File: src/rtl/fpaddsub_pkg.sv
// fpaddsub_pkg: default widths and shift-count width helper for the normalize pipeline
package fpaddsub_pkg;
  localparam int MW_DEF = 17;
  localparam int EW_DEF = 5;
  function automatic int shift_width(input int mw);
    return $clog2(mw + 1);
  endfunction
endpackage

File: src/rtl/fpaddsub_lzc.sv
// fpaddsub_lzc: combinational leading-zero count, returns MW for an all-zero input
module fpaddsub_lzc
  import fpaddsub_pkg::*;
#(
  parameter int MW = MW_DEF,
  parameter int SW = shift_width(MW)
) (
  input  logic [MW-1:0] i_data,
  output logic [SW-1:0] o_lzc
);
  always_comb begin
    o_lzc = SW'(MW);
    for (int i = 0; i < MW; i++)
      if (i_data[i]) o_lzc = SW'(MW - 1 - i);
  end
endmodule

File: src/rtl/fpaddsub_normalize_pipe.sv
// fpaddsub_normalize_pipe: two-stage valid/ready pipeline that left-normalizes an add/sub mantissa sum
module fpaddsub_normalize_pipe
  import fpaddsub_pkg::*;
#(
  parameter int MW = MW_DEF,
  parameter int EW = EW_DEF,
  parameter int SW = shift_width(MW)
) (
  input  logic          clk,
  input  logic          rst,
  input  logic          in_valid,
  output logic          in_ready,
  input  logic [MW-1:0] in_sum,
  input  logic [EW-1:0] in_exp,
  output logic          out_valid,
  input  logic          out_ready,
  output logic [MW-1:0] out_mant,
  output logic [SW-1:0] out_shift,
  output logic [EW-1:0] out_exp,
  output logic          out_zero,
  output logic          out_uflow
);
  localparam int XW = (SW > EW ? SW : EW) + 1;
  logic          r1_valid, r2_valid, r2_zero, r2_uflow;
  logic [MW-1:0] r1_sum, r2_mant;
  logic [EW-1:0] r1_exp, r2_exp;
  logic [SW-1:0] r1_lzc, r2_shift;
  logic          w_s1_adv, w_s2_adv, w_take, w_zero, w_clip;
  logic [SW-1:0] w_lzc, w_sh;
  logic [MW-1:0] w_mant;
  fpaddsub_lzc #(.MW(MW), .SW(SW)) u_lzc (.i_data(in_sum), .o_lzc(w_lzc));
  assign w_s2_adv = !r2_valid || out_ready;
  assign w_s1_adv = !r1_valid || w_s2_adv;
  assign in_ready = !rst && w_s1_adv;
  assign w_take   = in_valid && in_ready;
  assign w_zero   = r1_sum == '0;
  // Shift is capped by the exponent; the excess becomes a denormal (uflow) result
  assign w_clip   = XW'(r1_lzc) > XW'(r1_exp);
  assign w_sh     = w_zero ? '0 : w_clip ? SW'(r1_exp) : r1_lzc;
  always_comb begin
    w_mant = r1_sum;
    for (int k = 0; k < SW; k++) w_mant = w_sh[k] ? w_mant << (1 << k) : w_mant;
  end
  always_ff @(posedge clk) begin
    if (rst) begin
      r1_valid <= 1'b0;
      r2_valid <= 1'b0;
      r2_mant  <= '0;
      r2_shift <= '0;
      r2_exp   <= '0;
      r2_zero  <= 1'b0;
      r2_uflow <= 1'b0;
    end else begin
      if (w_s1_adv) r1_valid <= w_take;
      if (w_take) begin
        r1_sum <= in_sum;
        r1_exp <= in_exp;
        r1_lzc <= w_lzc;
      end
      if (w_s2_adv) begin
        r2_valid <= r1_valid;
        if (r1_valid) begin
          r2_mant  <= w_mant;
          r2_shift <= w_sh;
          r2_exp   <= w_zero ? '0 : r1_exp - EW'(w_sh);
          r2_zero  <= w_zero;
          r2_uflow <= !w_zero && w_clip;
        end
      end
    end
  end
  assign out_valid = r2_valid;
  assign out_mant  = r2_mant;
  assign out_shift = r2_shift;
  assign out_exp   = r2_exp;
  assign out_zero  = r2_zero;
  assign out_uflow = r2_uflow;
endmodule

File: config.mk
export PLATFORM = sky130hd
export DESIGN_NAME = fpaddsub_normalize_pipe
export DESIGN_NICKNAME = d
export VERILOG_FILES = /design/src/rtl/fpaddsub_pkg.sv /design/src/rtl/fpaddsub_lzc.sv /design/src/rtl/fpaddsub_normalize_pipe.sv
export SDC_FILE = /design/constraint.sdc
export NUM_CORES = 1
export LEC_CHECK = 0
export BUFFER_PORTS_ARGS = -buffer_cell sky130_fd_sc_hd__buf_2
export CORE_MARGIN = 5
export CORE_UTILIZATION = 51
export CTS_CLUSTER_SIZE = 14
export DETAILED_ROUTE_END_ITERATION = 8
export PLACE_DENSITY_LB_ADDON = 0.2
export SYNTH_ARGS = -nofsm -noshare
export SYNTH_HDL_FRONTEND = slang
export SYNTH_HIERARCHICAL = 1
export SYNTH_SLANG_ARGS = --single-unit
File: constraint.sdc
create_clock -name clk -period 3.35 [get_ports clk]
set_input_delay 0.335 -clock clk [delete_from_list [all_inputs] [get_ports clk]]
set_output_delay 0.335 -clock clk [all_outputs]
set_load 0.05 [all_outputs]
; After elaboration in Yosys (flattened, before gate mapping)
; Cells that the tools add are included.
[totals]
word_cells = 57
n_memories = 0
romBits = 0
regBits = 58
latch_bits = 0
in_bits = 26
ramBits = 0
output_inout_bits = 31
[classes]
n_lt_le_gt_ge = 1
n_eq_ne = 0
muxes = 24
n_shift = 0
div_mod_pow = 0
reduce_logical = 16
addsub = 1
multipliers = 0
bitwise = 1
[ops]
columns = operator, count
row1 = $mux W17, 5
row2 = $mux W4, 8
row3 = $logic_not A17 Y1, 1
row4 = $reduce_or A16 Y1, 1
row5 = $mux W5, 3
row6 = $mux W3, 4
row7 = $reduce_or A8 Y1, 1
row8 = $gt A5 B5 Y1, 1
row9 = $sub A5 B5 Y5, 1
row10 = $logic_not A1 Y1, 4
row11 = $mux W2, 2
row12 = $reduce_and A2 Y1, 2
row13 = $reduce_or A4 Y1, 1
row14 = $logic_and A1 B1 Y1, 3
row15 = $logic_or A1 B1 Y1, 2
row16 = $mux W1, 2
row17 = $reduce_or A2 Y1, 1
row18 = $not A1 Y1, 1

; Logic depth before layout (Yosys ltp)
; Gate-level depths: netlist of the first run.
[logic_depth]
ltp_word = 16
mapped_depth = 16
mapped_depth_nobuf = 15

; Hierarchy
; The synthesis of the first run kept the hierarchy.
[by_module_without_submodules]
columns = module, area_each_um2, seq_area_each_um2, instances, cells_per_inst
row1 = fpaddsub_normalize_pipe, 3264.4, 1431.4, 1, 332
row2 = fpaddsub_lzc, 187.7, 0.0, 1, 31

; Worst setup path after synthesis of the first run
; No wires, ideal clock.
[synth_timing]
path_kind = reg-to-reg
start = register r1_exp[1]
end = register r2_exp[4], in the netlist out_exp[4]
arrival_ns = 3.183
synth_period_minus_slack_ns = 3.310
required_time_ns = 3.222
slack_ns = 0.040
setup_time_ns = 0.128
path_stages_with_launch = 17
n_path_buf = 2
path_cell_list = edfxtp_1 > inv_1 > ha_1 > nor2b_4 > o31a_1 > o21ai_4 > mux2_1 > and2_1 > buf_4 > inv_2 > buf_2 > ha_1 > a21o_1 > a21oi_1 > xnor2_1 > a22oi_1 > nor2_1
[synth_between]
elab_chain_cells = 5
[synth_rtl]
columns = item, line_no
row1 = "start, declared", fpaddsub_normalize_pipe.sv:26  ; logic [EW-1:0] r1_exp, r2_exp;
row2 = "start signal, assigned", fpaddsub_normalize_pipe.sv:57  ; r1_exp <= in_exp;
row3 = $gt A5 B5 Y1, fpaddsub_normalize_pipe.sv:38  ; assign w_clip = XW'(r1_lzc) > XW'(r1_exp);
row4 = $mux W5 (2 in series), fpaddsub_normalize_pipe.sv:39  ; assign w_sh = w_zero ? '0 : w_clip ? SW'(r1_exp) : r1_lzc;
row5 = $sub A5 B5 Y5 *, fpaddsub_normalize_pipe.sv:65  ; r2_exp <= w_zero ? '0 : r1_exp - EW'(w_sh);
row6 = $mux W5 *, fpaddsub_normalize_pipe.sv:65
row7 = "end signal, assigned", fpaddsub_normalize_pipe.sv:65
row8 = "end, declared", fpaddsub_normalize_pipe.sv:26
; Every way passes the cells marked *; elsewhere a longest branch is shown, timed or not.
; A chain may end at the register's enable or synchronous reset.

; Final worst setup path of the first run
[layout_timing]
start = register r1_exp[1]
end = register r2_mant[16], in the netlist out_mant[16]
[layout_between]
elab_chain_cells = 8
[layout_rtl]
columns = item, line_no
row1 = $gt A5 B5 Y1, fpaddsub_normalize_pipe.sv:38
row2 = $mux W5 * (2 in series), fpaddsub_normalize_pipe.sv:39
row3 = $mux W17 (4 in series), fpaddsub_normalize_pipe.sv:42  ; for (int k = 0; k < SW; k++) w_mant = w_sh[k] ? w_mant << (1 << k) : w_mant;
row4 = $mux W17 *, fpaddsub_normalize_pipe.sv:42
row5 = "end signal, assigned", fpaddsub_normalize_pipe.sv:63  ; r2_mant <= w_mant;
row6 = "end, declared", fpaddsub_normalize_pipe.sv:25  ; logic [MW-1:0] r1_sum, r2_mant;
; Marked as above.

==> run summary, run 1 <==
CP delay by family, top: compound AO/OA/AOI/OAI gates
total track usage: 0.2111
worst vdd ir: 0.1810 mV
Tmin final: 3132 ps
CP max FO: 12
die width: 92.27 µm
Main synth FF type: dfxtp_1
Slew @ Worst Pin: 619.7 ps
critical path arrival: 3330 ps
Crit. End Element: flip-flop
Post-synth ARST share: 0
Layout area overhead: 18.05%
largest family of logic cells by synthesized area: compound AO/OA/AOI/OAI gates
first-pass GRT wire length: 14.30 mm
Buf+Inv Stages, Crit Path: 3
Hold Worst Slack: 162.4 ps
CORE AREA: 6681 µm²
Power Density: 430.5 nW/µm²
initial antenna violation count: 0
Port Buf Inserts: 56
ratio of final minimum period to clock period: 0.9350
count of pins over their slew limit: 0
M3 GR Usage: 0.04020
Slew HR: 0.5831
worst path cell trace: inv_2, ha_1, nor2b_4, o31ai_4, a221oi_4, buf_4, or2_1, buf_4, a221oi_2, a21oi_1, a2111oi_1, nor4_1
wire per inst: 17.31 µm
DRC: 0
Longest Clk Path Bufs: 2
commonest non-fill, non-tap cells in the layout: buf_2, nor2_1, dfxtp_1
CP most frequent cell: buf_4
most used routing layer: met2
final setup violation count: 0
H-tree Lvls: 3
synthesized flop and latch total: 58
leakage: 1.626 nW
CTS clk-pin slew, worst paths: 80 ps
Synthesized Nets: 399
max incr delay on CP: 460 ps
Clock Skews: 10.29 ps
post-DP HPWL: 6.438 mm
Final nets: 462
Post-Synth Simple-Gate Area: 0.1964
Die ar.: 8514 µm²
Mapped Area: 3452 µm²
fillers: 602
Reg area: 1431 µm²
Area contributors post-synth: edfxtp_1, dfxtp_1, a21oi_1
Critical Path RT: 3550 ps
commonest non-fill, non-tap cell in the layout: buf_2
Min-Delay Path Class: input port to flip-flop
synthesized area per cell: 9.510 µm²
CTS buffer count: 9
post-synthesis xor/xnor area fraction: 0.01015
Seq/Total Area, Yosys: 0.4146
I/O Pins: 57
adder-cell share of the synthesized area: 0.03842
Synth Area in Compound Gates: 0.2621
latest clock arrival within the worst-skew pair: 340 ps
row count: 30
CTS sink cnt: 58
vias post-DR: 3061
critical path class: flip-flop to flip-flop
GRT overflow: 0
reg-to-reg slack, setup: 220 ps
Multi-input gate area: 1902 µm²
crit path launch type: flip-flop
Die Ht: 92.27 µm
area leader, netlist: edfxtp_1
Initial Util: 0.5167
largest net degree at the start of global routing: 36
CTS tree: built
Post-Route WL: 8.845 mm
warnings from Yosys: 6
Post-synth EDFFs: 27
Routed Antenna Nets: 0
drt first pass iters: 5
share of the synthesized area in the top cell type: 0.2349
status: finished clean
post-synthesis mux area share: 0.02392
vias in the first global route: 2916
Post-Synthesis Cells: 363
Root Buffer: clkbuf_8
cell area after layout: 4075 µm²
via/cell ratio: 5.990
GRT met2 Usage: 0.3315
share of cells above drive strength 1: 0.2761
DP Area: 3812 µm²
ant diodes: 0
grt met1 use: 0.2862
f_max: 0.3193 GHz
post-synth cell types: 66
MaxCap Viol Count: 0
GPL Wtd Cong: 0.9217
slowest CP cell: edfxtp_1
Initial DRC Count: 167
Fin. Hold Viols: 0
[layout make-up]
cell class                 count  share of cell area
clock buffer                  10             0.03377
clock inverter                 6             0.01013
inverter                      14             0.01351
multi-input combinational    270              0.4667
sequential                    58              0.3512
tap                           80             0.02456
timing repair buffer          73              0.1001
[cells by family after synthesis]
logic type / Yosys count
AOI/OAI and AO/OA: 113
adders and majority gates: 10
DFF: 58
muxes: 8
and+or+nand+nor: 135
buffers and inverters: 35
xor gates and xnor gates: 4
[report_power, final]
part	internal [mW]	switching, mW
Clock	0.288	0.295
Combinational	0.126	0.242
Sequential	0.775	0.0283
Total	1.19	0.565
[through the flow]
stage / power (mW) / setup TNS [ps] / util / std cells / setup slack, ps
2_1_floorplan: 1.080 / 0 / - / 363 / 39.52
3_3_place_gp: 1.167 / 0 / 0.5706 / 493 / 210.6
3_5_place_dp: 1.172 / 0 / 0.5706 / 493 / 166.3
4_1_cts: 1.752 / 0 / 0.5974 / 509 / 147.2
5_1_grt: 1.839 / -2.202 / 0.6099 / 511 / -2.202
6_report: 1.754 / 0 / 0.6099 / 511 / 217.8
[per-layer routing]
metal  part of all wire  vias up  routed length (µm)
met5                  0        -                   0
met4              0.018        0                 157
met3              0.063       19                 561
met2               0.46      133                4048
met1               0.46     1394                4078
li1                   -     1515                   -
[Yosys cell counts (3+ instances only)]
cell / count
nor2_1: 35
dfxtp_1: 31
a21oi_1: 30
nand2_1: 30
edfxtp_1: 27
nor3_1: 20
nand3_1: 14
a22oi_1: 10
a221oi_1: 9
ha_1: 9
inv_1: 9
nor4_1: 9
o21ai_0: 9
clkbuf_1: 7
a211oi_1: 6
a221oi_2: 6
a31oi_1: 6
mux2i_1: 6
a21o_1: 5
nor2b_1: 5
buf_2: 4
buf_6: 4
o31ai_1: 4
or3_1: 4
and2_1: 3
buf_1: 3
inv_2: 3
xnor2_1: 3
[flip-flops by register name, indices dropped and copies added, names as in the netlist]
signal     flops
out_mant      17
out_uflow      1
r1_valid       1
out_shift      5
r1_exp         5
r1_sum        17
out_valid      1
r1_lzc         5
out_zero       1
out_exp        5
[final timing paths]
kind                            startpoint                   endpoint  depth (start not counted)
setup / recovery       r1_exp[1]$_DFFE_PP_  out_mant[16]$_SDFFE_PP0P_                         12
hold reg to reg   out_mant[7]$_SDFFE_PP0P_   out_mant[7]$_SDFFE_PP0P_                          2
hold / removal                   in_exp[0]        r1_exp[0]$_DFFE_PP_                          1
setup reg to reg       r1_exp[1]$_DFFE_PP_  out_mant[16]$_SDFFE_PP0P_                         12
[timing repair]
item,CTS,global route
setup buffers,0,2
hold buffers,0,0
gates resized for setup,0,10
endpoints found under the setup margin,0,4
endpoints found under the hold margin,0,0
Note: power is estimated with default switching activity, not from simulation.
==> run 2: changes to the inputs <==
--- a/config.mk
+++ b/config.mk
@@ -7,7 +7,7 @@
 export LEC_CHECK = 0
 export BUFFER_PORTS_ARGS = -buffer_cell sky130_fd_sc_hd__buf_2
 export CORE_MARGIN = 5
-export CORE_UTILIZATION = 51
+export CORE_UTILIZATION = 50
 export CTS_CLUSTER_SIZE = 14
 export DETAILED_ROUTE_END_ITERATION = 8
 export PLACE_DENSITY_LB_ADDON = 0.2
==> run 2 against run 1 <==
First-iteration DRC count rose by 55%. Sequential power about the same. Largest power group unchanged. Clock power up 11%. Wire length down 2.4%. Maximum frequency fell by 1.4%. Highest routed layer unchanged.
==> run summary, run 2 (synthesized netlist as in run 1, its figures left out) <==
status: finished clean
first-pass GRT wire length: 13.97 mm (-2.3%)
r2r endpoint: out_exp[4]$_SDFFE_PP0P_
switch share: 0.2980 (-0.02400)
die width: 93.09 µm (+0.89%)
I/O Pins: 57 (unchanged)
f_max: 0.3149 GHz (-1.4%)
count of pins over their slew limit: 0 (unchanged)
worst path cell trace: inv_1, ha_1, and4_1, and3_1, a21o_1, o21ai_4, inv_4, ha_1, inv_1, fa_1, a21o_1, a21oi_1, xnor2_1, a22oi_1, nor2_1
post-DP HPWL: 6.273 mm (-2.6%)
via/cell ratio: 6.088 (+1.6%)
Final nets: 460 (-0.43%)
commonest non-fill, non-tap cell in the layout: buf_2
Min-Delay Path Class: input port to flip-flop
Fin. Hold Viols: 0 (unchanged)
Hold EP: r1_exp[0]$_DFFE_PP_
Crit. End Element: flip-flop
DRC: 0 (unchanged)
critical path arrival: 3380 ps (+50 ps)
critical path class: flip-flop to flip-flop
Initial Util: 0.5109 (-0.005741)
CORE AREA: 6756 µm² (+1.1%)
Layout area overhead: 18.96%
CTS sink cnt: 58 (unchanged)
Pwr Total: 1.821 mW (+3.8%)
wire per inst: 16.96 µm (-2.0%)
max incr delay on CP: 420 ps (-40 ps)
Hold Worst Slack: 173.1 ps (+10.67 ps)
total track usage: 0.2031 (-0.008020)
H-tree Lvls: 3 (unchanged)
Die Ht: 93.09 µm (+0.89%)
Slew @ Worst Pin: 583.4 ps (-36.25 ps)
Slew HR: 0.6075 (+0.02439)
vias post-DR: 3099 (+1.2%)
WHS Path Cells: 1 (unchanged)
Hold Path Origin: in_exp[0]
largest net degree at the start of global routing: 36 (unchanged)
Finished Core Util: 0.6078 (-0.002147)
Logic pwr share: 0.203 (-0.007)
Root Buffer: clkbuf_8
commonest non-fill, non-tap cells in the layout: buf_2, nor2_1, dfxtp_1
CP max FO: 5 (-7)
worst vdd ir: 0.2694 mV (+49%)
CTS clk-pin slew, worst paths: 70 ps (about the same)
row count: 30 (unchanged)
GRT overflow: 0 (unchanged)
Reg power frac: 0.441 (-0.017)
slowest CP cell: edfxtp_1
CTS buffer count: 9 (unchanged)
drt first pass iters: 5 (unchanged)
MaxCap Viol Count: 0 (unchanged)
Critical Path RT: 3560 ps (about the same)
Internal: 1.279 mW (+7.5%)
initial antenna violation count: 0 (unchanged)
share of cells above drive strength 1: 0.2681 (-0.008037)
Routed Antenna Nets: 0 (unchanged)
Buf+Inv Stages, Crit Path: 3 (unchanged)
Worst setup startpoint: r1_exp[1]$_DFFE_PP_
Tmin final: 3176 ps (+43.38 ps)
Port Buf Inserts: 56 (unchanged)
leakage: 1.634 nW (+0.49%)
Initial DRC Count: 259 (+55%)
Clock Power Share: 0.356 (+0.024)
CTS tree: built
crit path launch type: flip-flop
Longest Clk Path Bufs: 2 (unchanged)
Power Density: 443.5 nW/µm² (+3.0%)
Sw Pwr: 0.5428 mW (-3.9%)
Post-Route WL: 8.633 mm (-2.4%)
cells on worst reg2reg path: 15 (+3)
Clock Skews: 9.194 ps (-1.097 ps)
CP delay by family, top: adder cells
vias in the first global route: 2847 (-2.4%)
number of hold buffers added after CTS: 0 (unchanged)
Reg-to-Reg Start: r1_exp[1]$_DFFE_PP_
GPL Wtd Cong: 0.9040 (-1.9%)
reg-to-reg slack, setup: 170 ps (-40 ps)
Die ar.: 8666 µm² (+1.8%)
ant diodes: 0 (unchanged)
ratio of final minimum period to clock period: 0.9479 (+0.01295)
latest clock arrival within the worst-skew pair: 340 ps (about the same)
final setup violation count: 0 (unchanged)
run 2: worst max-delay path by stage:
| stage | end | slack, ps | cells after the start |
|---|---|---|---|
| global route | out_mant[16]$_SDFFE_PP0P_ | -10 | 13 |
| finish | out_exp[4]$_SDFFE_PP0P_ | 170 | 15 |
| detailed placement | out_exp[4]$_SDFFE_PP0P_ | 140 | 15 |
| floorplan | out_exp[4]$_SDFFE_PP0P_ | 40 | 16 |
| global placement | out_exp[4]$_SDFFE_PP0P_ | 190 | 15 |
| CTS | out_exp[4]$_SDFFE_PP0P_ | 120 | 15 |
run 2: cell type report:
cell class / count / area (µm²)
Fill cell: 596 / 2650
Clock buffer: 13 / 191.4
Tap cell: 80 / 100.1
Timing Repair Buffer: 71 / 405.4
Sequential cell: 58 / 1431
Inverter: 14 / 55.05
Clock inverter: 3 / 17.52
Multi-Input combinational cell: 270 / 1906
run 2: power by group through the flow:
stage               clock, mW  sequential [mW]  combinational [mW]
global placement            0            0.816               0.350
floorplan                   0            0.869               0.211
finish                  0.649            0.803               0.370
CTS                     0.661            0.802               0.356
global route            0.691            0.806               0.402
detailed placement          0            0.817               0.354
run 2: through the flow:
| stage | setup TNS (ps) | setup slack (ps) | instances | instance area [µm²] |
|---|---|---|---|---|
| CTS | 0 | 122.2 | 506 | 4011 |
| finish | 0 | 174.4 | 509 | 4106 |
| global placement | 0 | 191.5 | 490 | 3802 |
| global route | -19.18 | -13.33 | 509 | 4106 |
| floorplan | 0 | 39.52 | 363 | 3452 |
| detailed placement | 0 | 139.0 | 490 | 3802 |
run 2: timing repair:
item	in CTS	in global routing
resized for setup	0	9
buffers inserted	0	3
setup endpoints to repair	0	7
run 2: worst reg2reg max path, cell delays in order (launching register included):
cell and delay, ps:
edfxtp_1 420, inv_1 110, ha_1 310, and4_1 370, and3_1 230, a21o_1 190
o21ai_4 80, inv_4 70, ha_1 130, inv_1 60, fa_1 420, a21o_1 200
a21oi_1 170, xnor2_1 90, a22oi_1 150, nor2_1 50
run 2: metal layers:
metal / global-route usage / wire, µm
met5: 0 / 0
met4: 0.08547 / 155
met3: 0.03942 / 651
met2: 0.3071 / 3926
met1: 0.2830 / 3899
